===== src/rtl/mpeg_demux_pkg.sv =====
// Shared types, start-code constants and timestamp helpers for the MPEG-1 system-stream demux.
package mpeg_demux_pkg;

   typedef enum logic [3:0] {
      HUNT, Z1, Z2, SC, PACK, LEN_H, LEN_L, SKIP, HDR, STD2, TS, PAYLOAD
   } state_t;

   localparam logic [7:0] SC_PACK   = 8'hBA;
   localparam logic [7:0] SC_END    = 8'hB9;
   localparam logic [7:0] SC_SYSHDR = 8'hBB;
   localparam logic [7:0] SC_PAD    = 8'hBE;
   localparam logic [7:0] SC_PRIV2  = 8'hBF;

   localparam logic [7:0] ES_ID_MIN = 8'hC0;
   localparam logic [7:0] ES_ID_MAX = 8'hEF;

   localparam logic [7:0] HDR_STUFF = 8'hFF;
   localparam logic [7:0] HDR_NO_TS = 8'h0F;
   localparam int         MAX_STUFF = 16;

   // Five stream bytes b0..b4 (b0 in the top byte) into a 33-bit clock value.
   function automatic logic [32:0] ts_assemble(input logic [39:0] b);
      return {b[35:33], b[31:24], b[23:17], b[15:8], b[7:1]};
   endfunction

   function automatic logic ts_markers_ok(input logic [39:0] b);
      return b[32] & b[16] & b[0];
   endfunction

endpackage


===== src/rtl/mpeg_ts_capture.sv =====
// Keeps the last four stream bytes so the current byte completes a 5-byte SCR/PTS/DTS field.
module mpeg_ts_capture
   import mpeg_demux_pkg::*;
(
   input  logic        clk,
   input  logic        reset_n,
   input  logic        shift,
   input  logic [7:0]  data,
   output logic [32:0] value,
   output logic        markers_ok
);

   logic [31:0] history;

   always_ff @(posedge clk or negedge reset_n) begin
      if (!reset_n)
         history <= '0;
      else if (shift)
         history <= {history[23:0], data};
   end

   assign value      = ts_assemble({history, data});
   assign markers_ok = ts_markers_ok({history, data});

endmodule


===== src/rtl/mpeg_stream_demux.sv =====
// MPEG-1 system-stream demux: pack/PES header parsing, stream filtering onto tagged payload
// channels, SCR/PTS/DTS reporting and per-channel start times in the dclk domain.
module mpeg_stream_demux
   import mpeg_demux_pkg::*;
#(
   parameter int NUM_CH = 2,
   parameter int CHW    = (NUM_CH > 1) ? $clog2(NUM_CH) : 1
)
(
   input  logic                  clk,
   input  logic                  reset_n,
   input  logic [7:0]            mpeg_data,
   input  logic                  data_valid,
   input  logic [8*NUM_CH-1:0]   stream_id_sel,
   input  logic [31:0]           dclk,
   output logic [7:0]            payload_data,
   output logic                  payload_valid,
   output logic [CHW-1:0]        payload_ch,
   output logic                  payload_last,
   output logic [32:0]           scr,
   output logic                  scr_valid,
   output logic [32:0]           pts,
   output logic [32:0]           dts,
   output logic                  ts_valid,
   output logic [CHW-1:0]        ts_ch,
   output logic [33*NUM_CH-1:0]  start_time,
   output logic [NUM_CH-1:0]     start_valid,
   output logic                  end_seen,
   output logic [15:0]           err_cnt
);

   state_t              state;
   logic [2:0]          pack_idx;
   logic [3:0]          ts_idx;
   logic                has_dts;
   logic                matched;
   logic [7:0]          len_hi;
   logic [15:0]         remaining;
   logic [4:0]          stuff_cnt;
   logic [CHW-1:0]      ch;
   logic [32:0]         pts_hold;
   logic [8*NUM_CH-1:0] sel_q;

   logic [32:0] ts_value;
   logic        markers_ok;

   mpeg_ts_capture u_ts_capture (
      .clk        (clk),
      .reset_n    (reset_n),
      .shift      (data_valid),
      .data       (mpeg_data),
      .value      (ts_value),
      .markers_ok (markers_ok)
   );

   logic is_es, sc_known, is_stuff, is_std, is_pts, is_ptsdts, hdr_known;
   logic rem_last, ts_final;
   logic [32:0] new_pts, start_calc;

   assign is_es     = (mpeg_data >= ES_ID_MIN) && (mpeg_data <= ES_ID_MAX);
   assign sc_known  = (mpeg_data == SC_PACK) || (mpeg_data == SC_END) || (mpeg_data == SC_SYSHDR) ||
                      (mpeg_data == SC_PAD) || (mpeg_data == SC_PRIV2) || is_es;
   assign is_stuff  = (mpeg_data == HDR_STUFF);
   assign is_std    = (mpeg_data[7:6] == 2'b01);
   assign is_pts    = (mpeg_data[7:4] == 4'b0010) && mpeg_data[0];
   assign is_ptsdts = (mpeg_data[7:4] == 4'b0011) && mpeg_data[0];
   assign hdr_known = is_stuff || is_std || is_pts || is_ptsdts || (mpeg_data == HDR_NO_TS);
   assign rem_last  = (remaining == 16'd1);
   assign ts_final  = (state == TS) && ((ts_idx == 4'd9) || ((ts_idx == 4'd4) && !has_dts));
   assign new_pts   = has_dts ? pts_hold : ts_value;
   assign start_calc = ({1'b0, dclk} + {1'b0, new_pts[32:1]} - {1'b0, scr[32:1]}) & ~33'd1;

   // Lowest-numbered channel wins when several select the same stream_id.
   logic           match_hit;
   logic [CHW-1:0] match_ch;
   always_comb begin
      match_hit = 1'b0;
      match_ch  = '0;
      for (int k = NUM_CH - 1; k >= 0; k--) begin
         if ((stream_id_sel[8*k +: 8] == mpeg_data) && (mpeg_data != 8'h00)) begin
            match_hit = 1'b1;
            match_ch  = CHW'(k);
         end
      end
   end

   // A header that runs out of packet length is an error unless it just completed.
   logic err_hit;
   always_comb begin
      err_hit = 1'b0;
      if (data_valid) begin
         case (state)
            SC:      err_hit = !sc_known;
            PACK:    err_hit = (pack_idx == 3'd4) && !markers_ok;
            HDR:     err_hit = rem_last ? (mpeg_data != HDR_NO_TS)
                                        : (!hdr_known || (is_stuff && stuff_cnt == 5'(MAX_STUFF)));
            STD2:    err_hit = rem_last;
            TS:      err_hit = rem_last && !ts_final;
            default: err_hit = 1'b0;
         endcase
      end
   end

   always_ff @(posedge clk or negedge reset_n) begin
      if (!reset_n) begin
         state         <= HUNT;
         pack_idx      <= '0;
         ts_idx        <= '0;
         has_dts       <= 1'b0;
         matched       <= 1'b0;
         len_hi        <= '0;
         remaining     <= '0;
         stuff_cnt     <= '0;
         ch            <= '0;
         pts_hold      <= '0;
         sel_q         <= '0;
         payload_data  <= '0;
         payload_valid <= 1'b0;
         payload_ch    <= '0;
         payload_last  <= 1'b0;
         scr           <= '0;
         scr_valid     <= 1'b0;
         pts           <= '0;
         dts           <= '0;
         ts_valid      <= 1'b0;
         ts_ch         <= '0;
         start_time    <= '0;
         start_valid   <= '0;
         end_seen      <= 1'b0;
         err_cnt       <= '0;
      end else begin
         payload_valid <= 1'b0;
         payload_last  <= 1'b0;
         scr_valid     <= 1'b0;
         ts_valid      <= 1'b0;
         end_seen      <= 1'b0;
         sel_q         <= stream_id_sel;
         if (err_hit && err_cnt != 16'hFFFF)
            err_cnt <= err_cnt + 16'd1;

         if (data_valid) begin
            remaining <= remaining - 16'd1;
            case (state)
               HUNT: state <= (mpeg_data == 8'h00) ? Z1 : HUNT;
               Z1:   state <= (mpeg_data == 8'h00) ? Z2 : HUNT;
               Z2: begin
                  if (mpeg_data == 8'h01)      state <= SC;
                  else if (mpeg_data != 8'h00) state <= HUNT;
               end
               SC: begin
                  state <= HUNT;
                  if (mpeg_data == SC_PACK) begin
                     state    <= PACK;
                     pack_idx <= '0;
                  end else if (mpeg_data == SC_END) begin
                     end_seen <= 1'b1;
                  end else if (mpeg_data == SC_SYSHDR || mpeg_data == SC_PAD || mpeg_data == SC_PRIV2) begin
                     state   <= LEN_H;
                     matched <= 1'b0;
                  end else if (is_es) begin
                     state   <= LEN_H;
                     matched <= match_hit;
                     ch      <= match_ch;
                  end
               end
               PACK: begin
                  pack_idx <= pack_idx + 3'd1;
                  if (pack_idx == 3'd4) begin
                     scr       <= ts_value;
                     scr_valid <= 1'b1;
                  end
                  if (pack_idx == 3'd7)
                     state <= HUNT;
               end
               LEN_H: begin
                  len_hi <= mpeg_data;
                  state  <= LEN_L;
               end
               LEN_L: begin
                  remaining <= {len_hi, mpeg_data};
                  stuff_cnt <= '0;
                  if ({len_hi, mpeg_data} == 16'd0) state <= HUNT;
                  else                              state <= matched ? HDR : SKIP;
               end
               SKIP: if (rem_last) state <= HUNT;
               HDR: begin
                  if (rem_last) begin
                     state <= HUNT;
                  end else if (is_stuff) begin
                     if (stuff_cnt == 5'(MAX_STUFF)) state <= SKIP;
                     else                             stuff_cnt <= stuff_cnt + 5'd1;
                  end else if (is_std) begin
                     state <= STD2;
                  end else if (is_pts || is_ptsdts) begin
                     state   <= TS;
                     ts_idx  <= 4'd1;
                     has_dts <= is_ptsdts;
                  end else if (mpeg_data == HDR_NO_TS) begin
                     state <= PAYLOAD;
                  end else begin
                     state <= SKIP;
                  end
               end
               STD2: state <= rem_last ? HUNT : HDR;
               TS: begin
                  ts_idx <= ts_idx + 4'd1;
                  if (ts_final) begin
                     pts      <= new_pts;
                     dts      <= has_dts ? ts_value : new_pts;
                     ts_valid <= 1'b1;
                     ts_ch    <= ch;
                     for (int k = 0; k < NUM_CH; k++) begin
                        if (CHW'(k) == ch && !start_valid[k]) begin
                           start_time[33*k +: 33] <= start_calc;
                           start_valid[k]         <= 1'b1;
                        end
                     end
                     state <= rem_last ? HUNT : PAYLOAD;
                  end else begin
                     if (ts_idx == 4'd4) pts_hold <= ts_value;
                     if (rem_last)       state <= HUNT;
                  end
               end
               PAYLOAD: begin
                  payload_valid <= 1'b1;
                  payload_data  <= mpeg_data;
                  payload_ch    <= ch;
                  if (rem_last) begin
                     payload_last <= 1'b1;
                     state        <= HUNT;
                  end
               end
               default: state <= HUNT;
            endcase
         end

         // Reprogramming a channel invalidates its start time.
         for (int k = 0; k < NUM_CH; k++) begin
            if (stream_id_sel[8*k +: 8] != sel_q[8*k +: 8])
               start_valid[k] <= 1'b0;
         end
      end
   end

endmodule


===== config.mk =====
export PLATFORM = sky130hd
export DESIGN_NAME = mpeg_stream_demux
export DESIGN_NICKNAME = d
export VERILOG_FILES = /design/src/rtl/mpeg_demux_pkg.sv /design/src/rtl/mpeg_ts_capture.sv /design/src/rtl/mpeg_stream_demux.sv
export SDC_FILE = /design/constraint.sdc
export NUM_CORES = 1
export LEC_CHECK = 0
export ABC_AREA = 1
export BUFFER_PORTS_ARGS = -buffer_cell sky130_fd_sc_hd__buf_4
export CAP_MARGIN = 15
export CORE_ASPECT_RATIO = 1.25
export CORE_MARGIN = 2
export CORE_UTILIZATION = 40
export CTS_CLUSTER_SIZE = 14
export DETAILED_ROUTE_END_ITERATION = 7
export GPL_ROUTABILITY_DRIVEN = 0
export HOLD_SLACK_MARGIN = 0.12
export PLACE_DENSITY_LB_ADDON = 0.15
export SETUP_SLACK_MARGIN = 0.4
export SYNTH_ARGS = -nofsm -noshare
export SYNTH_HDL_FRONTEND = slang
export SYNTH_SLANG_ARGS = --single-unit

===== constraint.sdc =====
create_clock -name clk -period 4.4 [get_ports clk]
set_clock_uncertainty 0.2 [all_clocks]
set_input_delay 0.44 -clock clk [delete_from_list [all_inputs] [get_ports clk]]
set_output_delay 0.44 -clock clk [all_outputs]
set_load 0.05 [all_outputs]

==> flow_metrics.py <==
metrics = {
    "status": {
        "outcome": "finished, final reports clean",
    },
    "global_route": {
        "grt_usage_pct": 23.0,
        "overflow": 0,
        "grt_max_degree": 98,
        "antenna_found_initial": 0,
        "grt_pass1_vias": 14723,
        "grt_pass1_wl_mm": 81.6,
    },
    "sta": {
        "hold_viol": 0,
        "final.period_utilization_pct": 85.1,
        "rsz0062_at_grt": "false",
        "max-slew-margin-rel_pct": 39.5,
        "maxSlewViolCount": 0,
        "timing.final.crit_period_ns": 3.74,
        "worst-slew-pin-transition_ns": 0.906,
        "tns_ns": 0,
        "max_freq_mhz": 267,
        "setup_viol_count_final": 0,
    },
    "worst_setup_path": {
        "worst_setup_path_start_kind": "flop",
        "cp-startpoint": "has_dts$_DFFE_PN0P_",
        "cp_cell_sequence": "inv_2 > o21ai_0 > fa_1 > inv_1 > ha_1 > nand2_1 > nor2_1 > inv_1 > nor2_1 > nand2_1 > nand2_1 > nand2_1 > nand2_1 > nand2_1 > nand3_1 > nand2_1",
        "crit_family": "simple AND/OR/NAND/NOR gates",
        "regToRegStartpoint": "has_dts$_DFFE_PN0P_",
        "cpPeakStageDelay_ns": 0.54,
        "r2r_slack_ns": 0.66,
        "cp_common_cell": "nand2_1",
        "critPathCaptureType": "flop",
        "path_buf_inv": 3,
        "path_class": "flop to flop",
        "crit_required_ns": 4.62,
        "worstPathArrival_ns": 3.97,
        "path_max_fanout": 20,
        "slowest_stage": "fa_1",
    },
    "detailed_routing": {
        "drc": 0,
        "ant_nets": 0,
        "drt-initial-drc-count": 930,
        "vias": 14875,
        "via_per_inst": 4.90,
        "first_pass_iters": 5,
        "wire_per_inst_um": 16.8,
        "wl_mm": 51.1,
    },
    "floorplanning": {
        "die_w_um": 189,
        "dieHeight_um": 236,
        "core-area_um2": 42300,
        "die_area_um2": 44700,
        "rows": 84,
        "io_pins": 257,
        "start_util_pct": 40.7,
    },
    "power": {
        "switching_share_pct": 35.4,
        "power_density_nw_per_um2": 414,
        "total_power_mw": 8.71,
        "comb_power_share_pct": 27.9,
        "sequentialPowerShare_pct": 38.1,
        "leakage_nw": 11.3,
        "switchingPower_mw": 3.08,
        "clock_power_share_pct": 34.0,
        "p_int_mw": 5.62,
        "peakVddDrop_uv": 244,
    },
    "job": {
        "drv_cap": 0,
    },
    "layout": {
        "layout.nets": 2585,
        "fillers": 4248,
        "fin_cells": 3034,
        "seq_area_um2": 7910,
        "design_area_um2": 21000,
        "post-route-util_pct": 49.7,
        "diodes": 0,
        "syn_to_final_growth_pct": 22.2,
        "drive_above_1_share_pct": 14.8,
        "multi_input_area_um2": 7700,
    },
    "hold_path": {
        "hp-class": "primary input to flop",
        "min_from": "data_valid",
    },
    "logic_synthesis": {
        "synth-seq-cells": 316,
        "syn_inst": 2192,
        "synth_area_um2": 17200,
        "synth_area_per_cell_um2": 7.85,
        "synth_edf_count": 0,
        "ys.flop_type": "dfrtp_1",
        "yosysSeqAreaShare_pct": 46.0,
        "ys_types": 43,
        "synthArstFlopShare_pct": 100,
        "yosysWarnings": 0,
    },
    "cts": {
        "cts_tree": "yes",
        "clk_pin_slew_ns": 0.06,
        "clock_latency_ns": 0.54,
        "clock_sinks": 316,
        "cts_setup_buffers": 0,
        "cts_buffers": 35,
        "ctsHtreeMaxLevel": 2,
        "cts.path.max_buffers": 3,
        "root_buffer": "clkbuf_16",
    },
    "placed_design": {
        "port_buffers": 254,
        "placed_area_um2": 19600,
        "dpl.hpwl_mm": 38.6,
        "place_inst": 2947,
    },
}
## cell usage after synthesis (2+ instances only)
library cell / n / share of area (%)
a21oi_1: 35 / 1.0
buf_1: 3 / 0.065
buf_2: 21 / 0.61
buf_4: 7 / 0.31
buf_6: 5 / 0.33
clkbuf_1: 38 / 0.83
dfrtp_1: 316 / 46
fa_1: 32 / 3.7
ha_1: 43 / 3.1
inv_1: 318 / 6.9
inv_2: 9 / 0.20
nand2_1: 687 / 15
nand2_2: 2 / 0.073
nand2_4: 4 / 0.26
nand3_1: 108 / 3.1
nand3_4: 2 / 0.20
nand3b_1: 14 / 0.61
nand4_1: 32 / 1.2
nor2_1: 116 / 2.5
nor2_2: 5 / 0.18
nor2_4: 5 / 0.33
nor2_8: 2 / 0.23
nor3_1: 17 / 0.49
nor4_1: 4 / 0.15
o211ai_1: 2 / 0.087
o21ai_0: 257 / 7.5
o21ai_1: 21 / 0.61
o21bai_1: 6 / 0.26
o22ai_1: 3 / 0.11
or2_2: 3 / 0.11
xnor2_1: 34 / 1.7
xor2_1: 30 / 1.5
## repair_timing
| item | 4_1_cts | 5_1_grt |
|---|---|---|
| endpoints found under the hold margin | 123 | 0 |
| endpoints found under the setup margin | 0 | 2 |
| resized for setup | 0 | 1 |
| hold buffers | 25 | 0 |
## worst paths after layout
kind	depth (start not counted)	to
hold / removal	2	u_ts_capture.history[0]$_DFFE_PN0P_
setup reg to reg	16	start_time[30]$_DFFE_PN0P_
hold reg to reg	2	u_ts_capture.history[14]$_DFFE_PN0P_
max in group asynchronous	3	pts[0]$_DFFE_PN0P_
setup / recovery	16	start_time[30]$_DFFE_PN0P_
min in group asynchronous	2	start_time[1]$_DFFE_PN0P_
## cell usage in the layout (no fill, tap or decap), types with 3 or more instances in the layout
cell	Yosys	final
nand2_1	687	687
inv_1	318	317
dfrtp_1	316	316
buf_4	7	266
o21ai_0	257	257
nor2_1	116	116
nand3_1	108	107
ha_1	43	43
clkbuf_16	0	36
a21oi_1	35	35
xnor2_1	34	34
nand4_1	32	32
fa_1	32	32
xor2_1	30	30
dlygate4sd3_1	0	25
o21ai_1	21	21
nor3_1	17	16
nand3b_1	14	14
inv_2	9	10
clkbuf_8	0	7
o21bai_1	6	6
clkinv_2	0	6
nor2_2	5	5
nor2_4	5	5
clkbuf_1	38	5
nand2_4	4	4
nor4_1	4	4
or2_2	3	3
o22ai_1	3	3
buf_12	0	3
## cell families after synthesis
family | synth area share, %
simple gates | 24.8
flops | 46.0
other cells | 0.0218
xor+xnor | 3.26
fa+ha+maj | 6.85
compound gates | 9.78
buf+inv | 9.33
## cell type report
| cell class | count | share of cell area, % |
|---|---|---|
| Tap cell | 559 | 3.33 |
| Multi-Input combinational cell | 1475 | 36.6 |
| Timing Repair Buffer | 295 | 11.0 |
| Sequential cell | 316 | 37.6 |
| Clock buffer | 48 | 4.83 |
| Inverter | 328 | 5.88 |
| Clock inverter | 13 | 0.661 |
## registers in the layout, summed over array words and instances, names as in the netlist, 5 cells and up
name	count
dts	33
err_cnt	16
len_hi	8
payload_data	8
pts	33
pts_hold	33
remaining	16
scr	33
sel_q	16
start_time	64
stuff_cnt	5
u_ts_capture.history	28
## per-stage QoR
stage / setup slack (ns) / hold WS (ns)
after floorplan: 1.28 / -0.0556
after global placement: 0.710 / 0.258
after detailed placement: 0.688 / 0.268
after CTS: 0.683 / 0.179
after global routing: 0.497 / 0.222
final: 0.658 / 0.197
## layer usage
layer,vias up,routed length [um],GRT usage [%]
li1,7382,-,-
met3,91,2230,2.62
met2,370,25400,39.6
met5,-,0,0
met1,7032,21700,29.9
met4,0,1780,8.29
## power by group through the flow
stage          Sequential [mW]  Clock, mW  Combinational (mW)
4_1_cts                   3.31       3.04                2.44
2_1_floorplan             3.52          0                1.47
6_report                  3.32       2.96                2.43
3_5_place_dp              3.36          0                2.41
5_1_grt                   3.34       3.15                2.74
3_3_place_gp              3.36          0                2.38
(Power assumes the default switching activity.)
